**src/rtl/m_branch_target_buffer_pkg.sv**
```systemverilog
// Shared definitions for the fetch-stage branch target buffer: counter states,
// update actions and the PC index/tag split.
package m_branch_target_buffer_pkg;

  // Counter states for the default 2-bit predictor; wider counters use the functions below.
  localparam int STRONG_NT   = 0;
  localparam int WEAK_NT     = 1;
  localparam int WEAK_T      = 2;
  localparam int STRONG_T    = 3;
  localparam int WEAK_T_INIT = 2;

  typedef enum logic [1:0] {
    UP_NONE  = 2'd0,
    UP_ALLOC = 2'd1,
    UP_INC   = 2'd2,
    UP_DEC   = 2'd3
  } up_act_e;

  function automatic int f_strong_t(input int ctr_w);
    return (1 << ctr_w) - 1;
  endfunction

  function automatic int f_weak_t_init(input int ctr_w);
    return 1 << (ctr_w - 1);
  endfunction

  // pc[1:0] never participates: instructions are word aligned.
  function automatic logic [63:0] f_index(input logic [63:0] pc, input int index_w);
    logic [63:0] mask;
    mask = (64'd1 << index_w) - 64'd1;
    return (pc >> 2) & mask;
  endfunction

  function automatic logic [63:0] f_tag(input logic [63:0] pc, input int index_w);
    return pc >> (index_w + 2);
  endfunction

endpackage

```
**src/rtl/m_branch_target_buffer_if.sv**
```systemverilog
// Lookup, resolve/update and flush signals between the fetch logic and the BTB.
interface m_branch_target_buffer_if #(
  parameter int ADDR_W = 32
);
  logic [ADDR_W-1:0] w_lk_pc;
  logic              r_lk_hit;
  logic              r_lk_taken;
  logic [ADDR_W-1:0] r_lk_target;
  logic [ADDR_W-1:0] r_lk_pc;
  logic              w_up_valid;
  logic [ADDR_W-1:0] w_up_pc;
  logic              w_up_taken;
  logic [ADDR_W-1:0] w_up_target;
  logic              w_flush;
  logic [31:0]       r_hit_cnt;

  modport master (
    output w_lk_pc, w_up_valid, w_up_pc, w_up_taken, w_up_target, w_flush,
    input  r_lk_hit, r_lk_taken, r_lk_target, r_lk_pc, r_hit_cnt
  );

  modport slave (
    input  w_lk_pc, w_up_valid, w_up_pc, w_up_taken, w_up_target, w_flush,
    output r_lk_hit, r_lk_taken, r_lk_target, r_lk_pc, r_hit_cnt
  );
endinterface

```
**src/rtl/m_branch_target_buffer_sat_counter.sv**
```systemverilog
// Saturating up/down direction counter with synchronous load; never wraps.
module m_sat_counter #(
  parameter int CTR_W = 2
) (
  input  logic             clk,
  input  logic             rst_n,
  input  logic             ce,
  input  logic             load,
  input  logic [CTR_W-1:0] load_val,
  input  logic             inc,
  input  logic             dec,
  output logic [CTR_W-1:0] count
);
  localparam logic [CTR_W-1:0] CNT_MAX = {CTR_W{1'b1}};
  localparam logic [CTR_W-1:0] CNT_MIN = {CTR_W{1'b0}};
  localparam logic [CTR_W-1:0] CNT_ONE = CTR_W'(1);

  logic [CTR_W-1:0] count_nxt;

  // Next count: load wins, then clamped increment/decrement.
  always_comb begin
    count_nxt = count;
    if (load) begin
      count_nxt = load_val;
    end else if (inc && (count != CNT_MAX)) begin
      count_nxt = count + CNT_ONE;
    end else if (dec && (count != CNT_MIN)) begin
      count_nxt = count - CNT_ONE;
    end else begin
      count_nxt = count;
    end
  end

  // Counter register with synchronous reset and clock enable.
  always_ff @(posedge clk) begin
    if (!rst_n) begin
      count <= CNT_MIN;
    end else if (ce) begin
      count <= count_nxt;
    end else begin
      count <= count;
    end
  end
endmodule

```
**src/rtl/m_branch_target_buffer.sv**
```systemverilog
// Direct-mapped tagged branch target buffer with per-entry saturating direction
// counters; one-cycle lookup aligned with the instruction-memory read.
module m_branch_target_buffer
  import m_branch_target_buffer_pkg::*;
#(
  parameter int ENTRIES = 64,
  parameter int ADDR_W  = 32,
  parameter int CTR_W   = 2
) (
  input logic                       w_clk,
  input logic                       w_rst_n,
  input logic                       w_ce,
  m_branch_target_buffer_if.slave   bus
);
  localparam int INDEX_W = $clog2(ENTRIES);
  localparam int TAG_W   = ADDR_W - 2 - INDEX_W;
  localparam logic [CTR_W-1:0] CTR_INIT = CTR_W'(f_weak_t_init(CTR_W));

  logic [ENTRIES-1:0]              valid;
  logic [ENTRIES-1:0][CTR_W-1:0]   ctr;
  logic [TAG_W-1:0]                tag_mem    [ENTRIES];
  logic [ADDR_W-1:0]               target_mem [ENTRIES];

  logic [INDEX_W-1:0] lk_idx;
  logic [TAG_W-1:0]   lk_tag;
  logic [INDEX_W-1:0] up_idx;
  logic [TAG_W-1:0]   up_tag;
  logic               lk_hit_nxt;
  logic               lk_taken_nxt;
  logic [ADDR_W-1:0]  lk_target_nxt;
  logic               up_hit;
  up_act_e            up_act;
  logic               mem_we;

  logic               lk_hit;
  logic               lk_taken;
  logic [ADDR_W-1:0]  lk_target;
  logic [ADDR_W-1:0]  lk_pc;
  logic [31:0]        hit_cnt;

  assign lk_idx = INDEX_W'(f_index(64'(bus.w_lk_pc), INDEX_W));
  assign lk_tag = TAG_W'(f_tag(64'(bus.w_lk_pc), INDEX_W));
  assign up_idx = INDEX_W'(f_index(64'(bus.w_up_pc), INDEX_W));
  assign up_tag = TAG_W'(f_tag(64'(bus.w_up_pc), INDEX_W));

  // Lookup and update-hit evaluation against the pre-edge state.
  always_comb begin
    lk_hit_nxt    = 1'b0;
    lk_taken_nxt  = 1'b0;
    lk_target_nxt = '0;
    up_hit        = 1'b0;
    if (valid[lk_idx] && (tag_mem[lk_idx] == lk_tag)) begin
      lk_hit_nxt    = 1'b1;
      lk_taken_nxt  = ctr[lk_idx][CTR_W-1];
      lk_target_nxt = target_mem[lk_idx];
    end else begin
      lk_hit_nxt    = 1'b0;
    end
    if (valid[up_idx] && (tag_mem[up_idx] == up_tag)) begin
      up_hit = 1'b1;
    end else begin
      up_hit = 1'b0;
    end
  end

  // A flush drops any update resolved in the same cycle.
  always_comb begin
    up_act = UP_NONE;
    if (bus.w_up_valid && !bus.w_flush) begin
      if (up_hit) begin
        if (bus.w_up_taken) begin
          up_act = UP_INC;
        end else begin
          up_act = UP_DEC;
        end
      end else begin
        if (bus.w_up_taken) begin
          up_act = UP_ALLOC;
        end else begin
          up_act = UP_NONE;
        end
      end
    end else begin
      up_act = UP_NONE;
    end
  end

  assign mem_we = w_rst_n && w_ce && ((up_act == UP_ALLOC) || (up_act == UP_INC));

  for (genvar i = 0; i < ENTRIES; i++) begin : g_ctr
    m_sat_counter #(.CTR_W(CTR_W)) u_ctr (
      .clk      (w_clk),
      .rst_n    (w_rst_n),
      .ce       (w_ce),
      .load     ((up_act == UP_ALLOC) && (up_idx == INDEX_W'(i))),
      .load_val (CTR_INIT),
      .inc      ((up_act == UP_INC) && (up_idx == INDEX_W'(i))),
      .dec      ((up_act == UP_DEC) && (up_idx == INDEX_W'(i))),
      .count    (ctr[i])
    );
  end

  // Valid bits: cleared by reset or flush, set on allocation.
  always_ff @(posedge w_clk) begin
    if (!w_rst_n) begin
      valid <= '0;
    end else if (w_ce) begin
      if (bus.w_flush) begin
        valid <= '0;
      end else if (up_act == UP_ALLOC) begin
        valid[up_idx] <= 1'b1;
      end else begin
        valid <= valid;
      end
    end else begin
      valid <= valid;
    end
  end

  // Tag/target storage left unreset so it maps onto RAM.
  always_ff @(posedge w_clk) begin
    if (mem_we) begin
      tag_mem[up_idx]    <= up_tag;
      target_mem[up_idx] <= bus.w_up_target;
    end
  end

  // Registered lookup result and hit counter.
  always_ff @(posedge w_clk) begin
    if (!w_rst_n) begin
      lk_hit    <= 1'b0;
      lk_taken  <= 1'b0;
      lk_target <= '0;
      lk_pc     <= '0;
      hit_cnt   <= 32'd0;
    end else if (w_ce) begin
      lk_hit    <= lk_hit_nxt;
      lk_taken  <= lk_taken_nxt;
      lk_target <= lk_target_nxt;
      lk_pc     <= bus.w_lk_pc;
      hit_cnt   <= lk_hit_nxt ? (hit_cnt + 32'd1) : hit_cnt;
    end else begin
      lk_hit    <= lk_hit;
      lk_taken  <= lk_taken;
      lk_target <= lk_target;
      lk_pc     <= lk_pc;
      hit_cnt   <= hit_cnt;
    end
  end

  assign bus.r_lk_hit    = lk_hit;
  assign bus.r_lk_taken  = lk_taken;
  assign bus.r_lk_target = lk_target;
  assign bus.r_lk_pc     = lk_pc;
  assign bus.r_hit_cnt   = hit_cnt;
endmodule

```
**src/flat_wrapper.sv**
```systemverilog
// flat-port wrapper written by rule: the top's interface ports become plain ports
module m_branch_target_buffer_flat import m_branch_target_buffer_pkg::*;
#(
  parameter int ENTRIES = 64,
  parameter int ADDR_W  = 32,
  parameter int CTR_W   = 2
)
  (w_clk, w_rst_n, w_ce, bus_w_lk_pc, bus_w_up_valid, bus_w_up_pc, bus_w_up_taken, bus_w_up_target, bus_w_flush, bus_r_lk_hit, bus_r_lk_taken, bus_r_lk_target, bus_r_lk_pc, bus_r_hit_cnt);
  m_branch_target_buffer_if #(.ADDR_W(ADDR_W)) bus_i ();
  input logic w_clk;
  input logic w_rst_n;
  input logic w_ce;
  input wire logic [$bits(bus_i.w_lk_pc)-1:0] bus_w_lk_pc;
  input wire logic [$bits(bus_i.w_up_valid)-1:0] bus_w_up_valid;
  input wire logic [$bits(bus_i.w_up_pc)-1:0] bus_w_up_pc;
  input wire logic [$bits(bus_i.w_up_taken)-1:0] bus_w_up_taken;
  input wire logic [$bits(bus_i.w_up_target)-1:0] bus_w_up_target;
  input wire logic [$bits(bus_i.w_flush)-1:0] bus_w_flush;
  output wire logic [$bits(bus_i.r_lk_hit)-1:0] bus_r_lk_hit;
  output wire logic [$bits(bus_i.r_lk_taken)-1:0] bus_r_lk_taken;
  output wire logic [$bits(bus_i.r_lk_target)-1:0] bus_r_lk_target;
  output wire logic [$bits(bus_i.r_lk_pc)-1:0] bus_r_lk_pc;
  output wire logic [$bits(bus_i.r_hit_cnt)-1:0] bus_r_hit_cnt;
  assign bus_i.w_lk_pc = bus_w_lk_pc;
  assign bus_i.w_up_valid = bus_w_up_valid;
  assign bus_i.w_up_pc = bus_w_up_pc;
  assign bus_i.w_up_taken = bus_w_up_taken;
  assign bus_i.w_up_target = bus_w_up_target;
  assign bus_i.w_flush = bus_w_flush;
  assign bus_r_lk_hit = bus_i.r_lk_hit;
  assign bus_r_lk_taken = bus_i.r_lk_taken;
  assign bus_r_lk_target = bus_i.r_lk_target;
  assign bus_r_lk_pc = bus_i.r_lk_pc;
  assign bus_r_hit_cnt = bus_i.r_hit_cnt;
  m_branch_target_buffer #(.ENTRIES(ENTRIES), .ADDR_W(ADDR_W), .CTR_W(CTR_W)) u_core (.w_clk(w_clk), .w_rst_n(w_rst_n), .w_ce(w_ce), .bus(bus_i));
endmodule
```
**config.mk**
```make
export PLATFORM = sky130hd
export DESIGN_NAME = m_branch_target_buffer_flat
export DESIGN_NICKNAME = d
export VERILOG_FILES = /design/src/rtl/m_branch_target_buffer_pkg.sv /design/src/rtl/m_branch_target_buffer_if.sv /design/src/rtl/m_branch_target_buffer_sat_counter.sv /design/src/rtl/m_branch_target_buffer.sv /design/src/flat_wrapper.sv
export SDC_FILE = /design/constraint.sdc
export NUM_CORES = 2
export LEC_CHECK = 0
export ABC_CLOCK_PERIOD_IN_PS = 21200
export BUFFER_PORTS_ARGS = -buffer_cell sky130_fd_sc_hd__buf_2
export CORE_MARGIN = 5
export CORE_UTILIZATION = 55
export CTS_BUF_LIST = sky130_fd_sc_hd__clkbuf_4 sky130_fd_sc_hd__clkbuf_8
export DETAILED_ROUTE_END_ITERATION = 10
export GPL_ROUTABILITY_DRIVEN = 1
export HOLD_SLACK_MARGIN = 0.03
export PLACE_DENSITY = 0.71
export SETUP_SLACK_MARGIN = 0.1
export SYNTH_ARGS = -nofsm -noshare
export SYNTH_HDL_FRONTEND = slang
export SYNTH_SLANG_ARGS = --single-unit
```
**constraint.sdc**
```tcl
create_clock -name w_clk -period 21.2 [get_ports w_clk]
set_input_delay 3.18 -clock w_clk [delete_from_list [all_inputs] [get_ports w_clk]]
set_output_delay 3.18 -clock w_clk [all_outputs]
set_load 0.005 [all_outputs]
```
==> run_summary.xml <==
<?xml version="1.0" encoding="UTF-8"?>
<metrics>
  <group name="power_and_ir_drop">
    <metric name="post-layout-total-power" unit="µW">15800</metric>
    <metric name="static-leakage-power" unit="µW">0.0582</metric>
    <metric name="ir_drop" unit="mV">0.0885</metric>
    <metric name="p_per_area" unit="nW/µm²">85.9</metric>
  </group>
  <group name="cells_and_area">
    <metric name="final_cell_mix" unit="">3584 x sky130_fd_sc_hd__edfxtp_1, 1425 x sky130_fd_sc_hd__mux4_2, 654 x sky130_fd_sc_hd__clkbuf_8, 404 x sky130_fd_sc_hd__mux2i_1, 346 x sky130_fd_sc_hd__nand2_1</metric>
    <metric name="fraction_of_layout_instances_using_a_drive_strength_above_1" unit="%">32.0</metric>
    <metric name="final_common_cell" unit="">sky130_fd_sc_hd__edfxtp_1</metric>
    <metric name="finish.net_count" unit="">9144</metric>
    <metric name="flow.area_growth_from_synthesis" unit="%">11.2</metric>
  </group>
  <group name="timing">
    <metric name="max_slew_margin" unit="%">-10.0</metric>
    <metric name="report.final.hold_viol_count" unit="">0</metric>
    <metric name="finalWorstSetupSlack" unit="ps">8600</metric>
    <metric name="rsz0062_at_grt" unit="">no</metric>
    <metric name="fin_crit_sh" unit="%">59.4</metric>
    <metric name="worst_pin_slew" unit="ps">1640</metric>
    <metric name="report.final.slew_viol_count" unit="">2</metric>
    <metric name="fmax" unit="MHz">79.4</metric>
    <metric name="setup_total_neg_slack" unit="ps">0</metric>
    <metric name="final.setup_skew" unit="ps">93.4</metric>
    <metric name="fin_crit" unit="ps">12600</metric>
    <metric name="finalSetupViolations" unit="">0</metric>
  </group>
  <group name="global_route">
    <metric name="pin_count_of_the_biggest_net_entering_global_routing" unit="">116</metric>
    <metric name="initial_antenna_violation_count" unit="">36</metric>
    <metric name="vias_in_the_first_global_route" unit="">94500</metric>
    <metric name="grt_overflow_total" unit="">0</metric>
    <metric name="grt_pass1_wl" unit="µm">709000</metric>
    <metric name="track_usage" unit="%">32.3</metric>
  </group>
  <group name="clock_tree">
    <metric name="post_cts.repair.setup_buffers" unit="">0</metric>
    <metric name="clock_insertion_delay_worst_skew" unit="ps">1220</metric>
    <metric name="clkTransAtPathRegs" unit="ps">50</metric>
    <metric name="clock-root-buffer" unit="">sky130_fd_sc_hd__clkbuf_8</metric>
    <metric name="cts.hold.buffers_added" unit="">0</metric>
    <metric name="htree_num_levels" unit="">6</metric>
    <metric name="cts-resized-gates" unit="">0</metric>
    <metric name="cts_buffers" unit="">625</metric>
    <metric name="clock_sink_count" unit="">3874</metric>
    <metric name="ctsLongestPathBuffers" unit="">4</metric>
    <metric name="cts_tree" unit="">done</metric>
  </group>
  <group name="critical_path">
    <metric name="worstSetupStartpointType" unit="">input port</metric>
    <metric name="worst_ep_required_time" unit="ps">21950</metric>
    <metric name="crit_path_end_kind" unit="">flop</metric>
    <metric name="path_max_fanout" unit="">86</metric>
    <metric name="worst_r2r_startpoint" unit="">u_core.tag_mem[14][10]</metric>
    <metric name="critical_path_at" unit="ps">13350</metric>
    <metric name="startpoint" unit="">bus_w_up_pc[2]</metric>
    <metric name="critical_path_class" unit="">input port to flop</metric>
  </group>
  <group name="routing">
    <metric name="detailedRoute.firstPassIterationCount" unit="">11</metric>
    <metric name="drtIter0Drc" unit="">15200</metric>
    <metric name="routed_wirelength" unit="µm">509000</metric>
    <metric name="via_per_inst" unit="">7.12</metric>
    <metric name="drtAntennaViolNets" unit="">0</metric>
    <metric name="via_count" unit="">96200</metric>
    <metric name="drc" unit="">1</metric>
    <metric name="wl_per_cell" unit="µm">37.7</metric>
  </group>
  <group name="status">
    <metric name="violated_checks" unit="">DRC, capacitance limit, slew limit</metric>
    <metric name="outcome" unit="">finished with violations</metric>
  </group>
  <group name="yosys">
    <metric name="mappedNetlistNets" unit="">8612</metric>
    <metric name="synth-compound-area-share" unit="%">3.79</metric>
    <metric name="postSynth.topFlopCell" unit="">sky130_fd_sc_hd__edfxtp_1</metric>
    <metric name="synth_adder_area_share" unit="%">0.0303</metric>
    <metric name="post-synth-top-area-cell" unit="">sky130_fd_sc_hd__edfxtp_1</metric>
    <metric name="ys_types" unit="">72</metric>
    <metric name="netlist_instances" unit="">8506</metric>
    <metric name="synth_mux_area_share" unit="%">22.0</metric>
    <metric name="post_synth_main_area_contributors" unit="">sky130_fd_sc_hd__edfxtp_1 65%, sky130_fd_sc_hd__mux4_2 19%, sky130_fd_sc_hd__dfxtp_1 3.5%</metric>
    <metric name="synth_warnings" unit="">0</metric>
    <metric name="count_of_flip_flops_with_a_built_in_enable_after_synthesis" unit="">3584</metric>
    <metric name="ys_seq_elements" unit="">3874</metric>
    <metric name="postSynthAreaPerCell" unit="µm²">19.4</metric>
    <metric name="asyncSetResetFlopFracSynth" unit="%">0</metric>
    <metric name="share_of_the_synthesized_netlist_area_taken_by_xor_and_xnor_gates" unit="%">0.493</metric>
    <metric name="netlist_area" unit="µm²">165000</metric>
    <metric name="largest_family_of_logic_cells_by_synthesized_area" unit="">multiplexers</metric>
    <metric name="synthDominantCellAreaShare" unit="%">65.1</metric>
    <metric name="sequential_share_of_the_synthesized_area" unit="%">68.6</metric>
    <metric name="synthSimpleGateAreaFrac" unit="%">3.31</metric>
  </group>
  <group name="die">
    <metric name="die_height" unit="µm">558</metric>
    <metric name="floorplan.rows" unit="">201</metric>
    <metric name="die_width" unit="µm">558</metric>
    <metric name="ioPinCount" unit="">200</metric>
    <metric name="fp.dieArea" unit="µm²">312000</metric>
    <metric name="floorplan.core_area" unit="µm²">300000</metric>
    <metric name="initial_core_util" unit="%">55.2</metric>
  </group>
  <group name="worst_hold_path">
    <metric name="worstHoldPathType" unit="">flop to flop</metric>
    <metric name="hold_path_startpoint" unit="">u_core.bus.r_lk_target[16]</metric>
  </group>
  <group name="place">
    <metric name="weighted_congestion_at_the_end_of_routability_driven_global_placement" unit="">0.910</metric>
    <metric name="pre_cts_slack" unit="ps">7660</metric>
    <metric name="portBuffers" unit="">197</metric>
    <metric name="place_hpwl" unit="µm">284000</metric>
  </group>
  <group name="job">
    <metric name="max_cap_violations" unit="">1</metric>
  </group>
</metrics>
-- cell usage after synthesis (all sizes together), types with 51 or more instances --
| cell type | count |
|---|---|
| mux4 | 1425 |
| o21ai | 153 |
| mux2i | 404 |
| nor2b | 123 |
| nor2 | 247 |
| edfxtp | 3584 |
| o22ai | 134 |
| nand4b | 51 |
| a22oi | 158 |
| dfxtp | 290 |
| clkbuf | 275 |
| xor2 | 66 |
| nand2 | 347 |
| a21oi | 251 |
| buf | 314 |
| nand3 | 77 |
| o21a | 69 |
| nor3 | 92 |
-- metrics by stage --
stage          cells  utilization [%]  area, µm²  hold slack, ps
2_1_floorplan   8506                -     165000             442
3_3_place_gp   12400             57.2     171000             438
3_5_place_dp   12400             57.2     171000             441
4_1_cts        13500             61.3     184000             451
5_1_grt        13500             61.3     184000             473
6_report       13500             61.4     184000             450
-- layer usage --
metal  share of wire, %  vias up  global-route usage, %
li1                   -    37000                      -
met1                 35    50100                   43.2
met2                 46     7571                   49.4
met3                 13     1505                   8.65
met4                6.1       14                   17.2
met5              0.017        -                      0
-- worst max-delay path, cell delays in order --
cell	delay, ps
sky130_fd_sc_hd__buf_8	630
sky130_fd_sc_hd__buf_4	890
sky130_fd_sc_hd__buf_12	570
sky130_fd_sc_hd__nor2b_1	390
sky130_fd_sc_hd__buf_4	300
sky130_fd_sc_hd__a22oi_1	110
sky130_fd_sc_hd__a31oi_1	560
sky130_fd_sc_hd__a21oi_1	300
sky130_fd_sc_hd__a211o_1	350
sky130_fd_sc_hd__a2bb2oi_1	190
sky130_fd_sc_hd__nand4_1	270
sky130_fd_sc_hd__or4_1	840
sky130_fd_sc_hd__xor2_1	250
sky130_fd_sc_hd__nor2_1	240
sky130_fd_sc_hd__ha_2	320
sky130_fd_sc_hd__nand3b_1	630
sky130_fd_sc_hd__buf_4	650
sky130_fd_sc_hd__nor3_2	1220
sky130_fd_sc_hd__buf_4	960
-- flip-flops by register name, indices dropped and copies added, names as in the netlist --
name / cells
u_core.bus.r_lk_target: 32
u_core.bus.r_lk_hit: 1
u_core.target_mem: 2048
u_core.valid: 64
u_core.bus.r_lk_pc: 32
u_core.tag_mem: 1536
u_core.bus.r_hit_cnt: 32
u_core.bus.r_lk_taken: 1
u_core.g_ctr.u_ctr.count: 128
-- final timing paths --
check        cells past startpoint                         end  slack, ps
max                             19    u_core.target_mem[6][16]       8600
min                              2  u_core.bus.r_lk_target[16]        450
max reg2reg                     13    u_core.target_mem[6][16]      12260
min reg2reg                      2  u_core.bus.r_lk_target[16]        450
-- cell families (layout without fill, tap and decap cells) --
kind of cell,after synthesis,count (layout)
flops,3874,3874
mux,1851,1851
simple gates,1113,1113
compound gates,967,967
buf+inv,604,1625
xor+xnor,93,93
fa+ha+maj,4,4
other cells,0,24
-- area by class of cell --
class / count / area (µm²)
fillers: 20700 / 116000
flip-flops and latches: 3874 / 113000
multi-input cells: 4028 / 49400
clock buffers: 882 / 10700
well taps: 3958 / 4950
repair buffers: 494 / 3390
clock inverters: 234 / 1760
inverters: 15 / 70.1
diodes: 24 / 60.1
-- power by group --
group	total, µW	internal [µW]	switching [µW]	leakage, µW
Clock	6470	3430	3040	0.00660
Sequential	8360	8350	3.88	0.0345
Combinational	962	369	593	0.0171
Total	15800	12200	3640	0.0582
No activity file was read; power rests on OpenSTA's default activity.
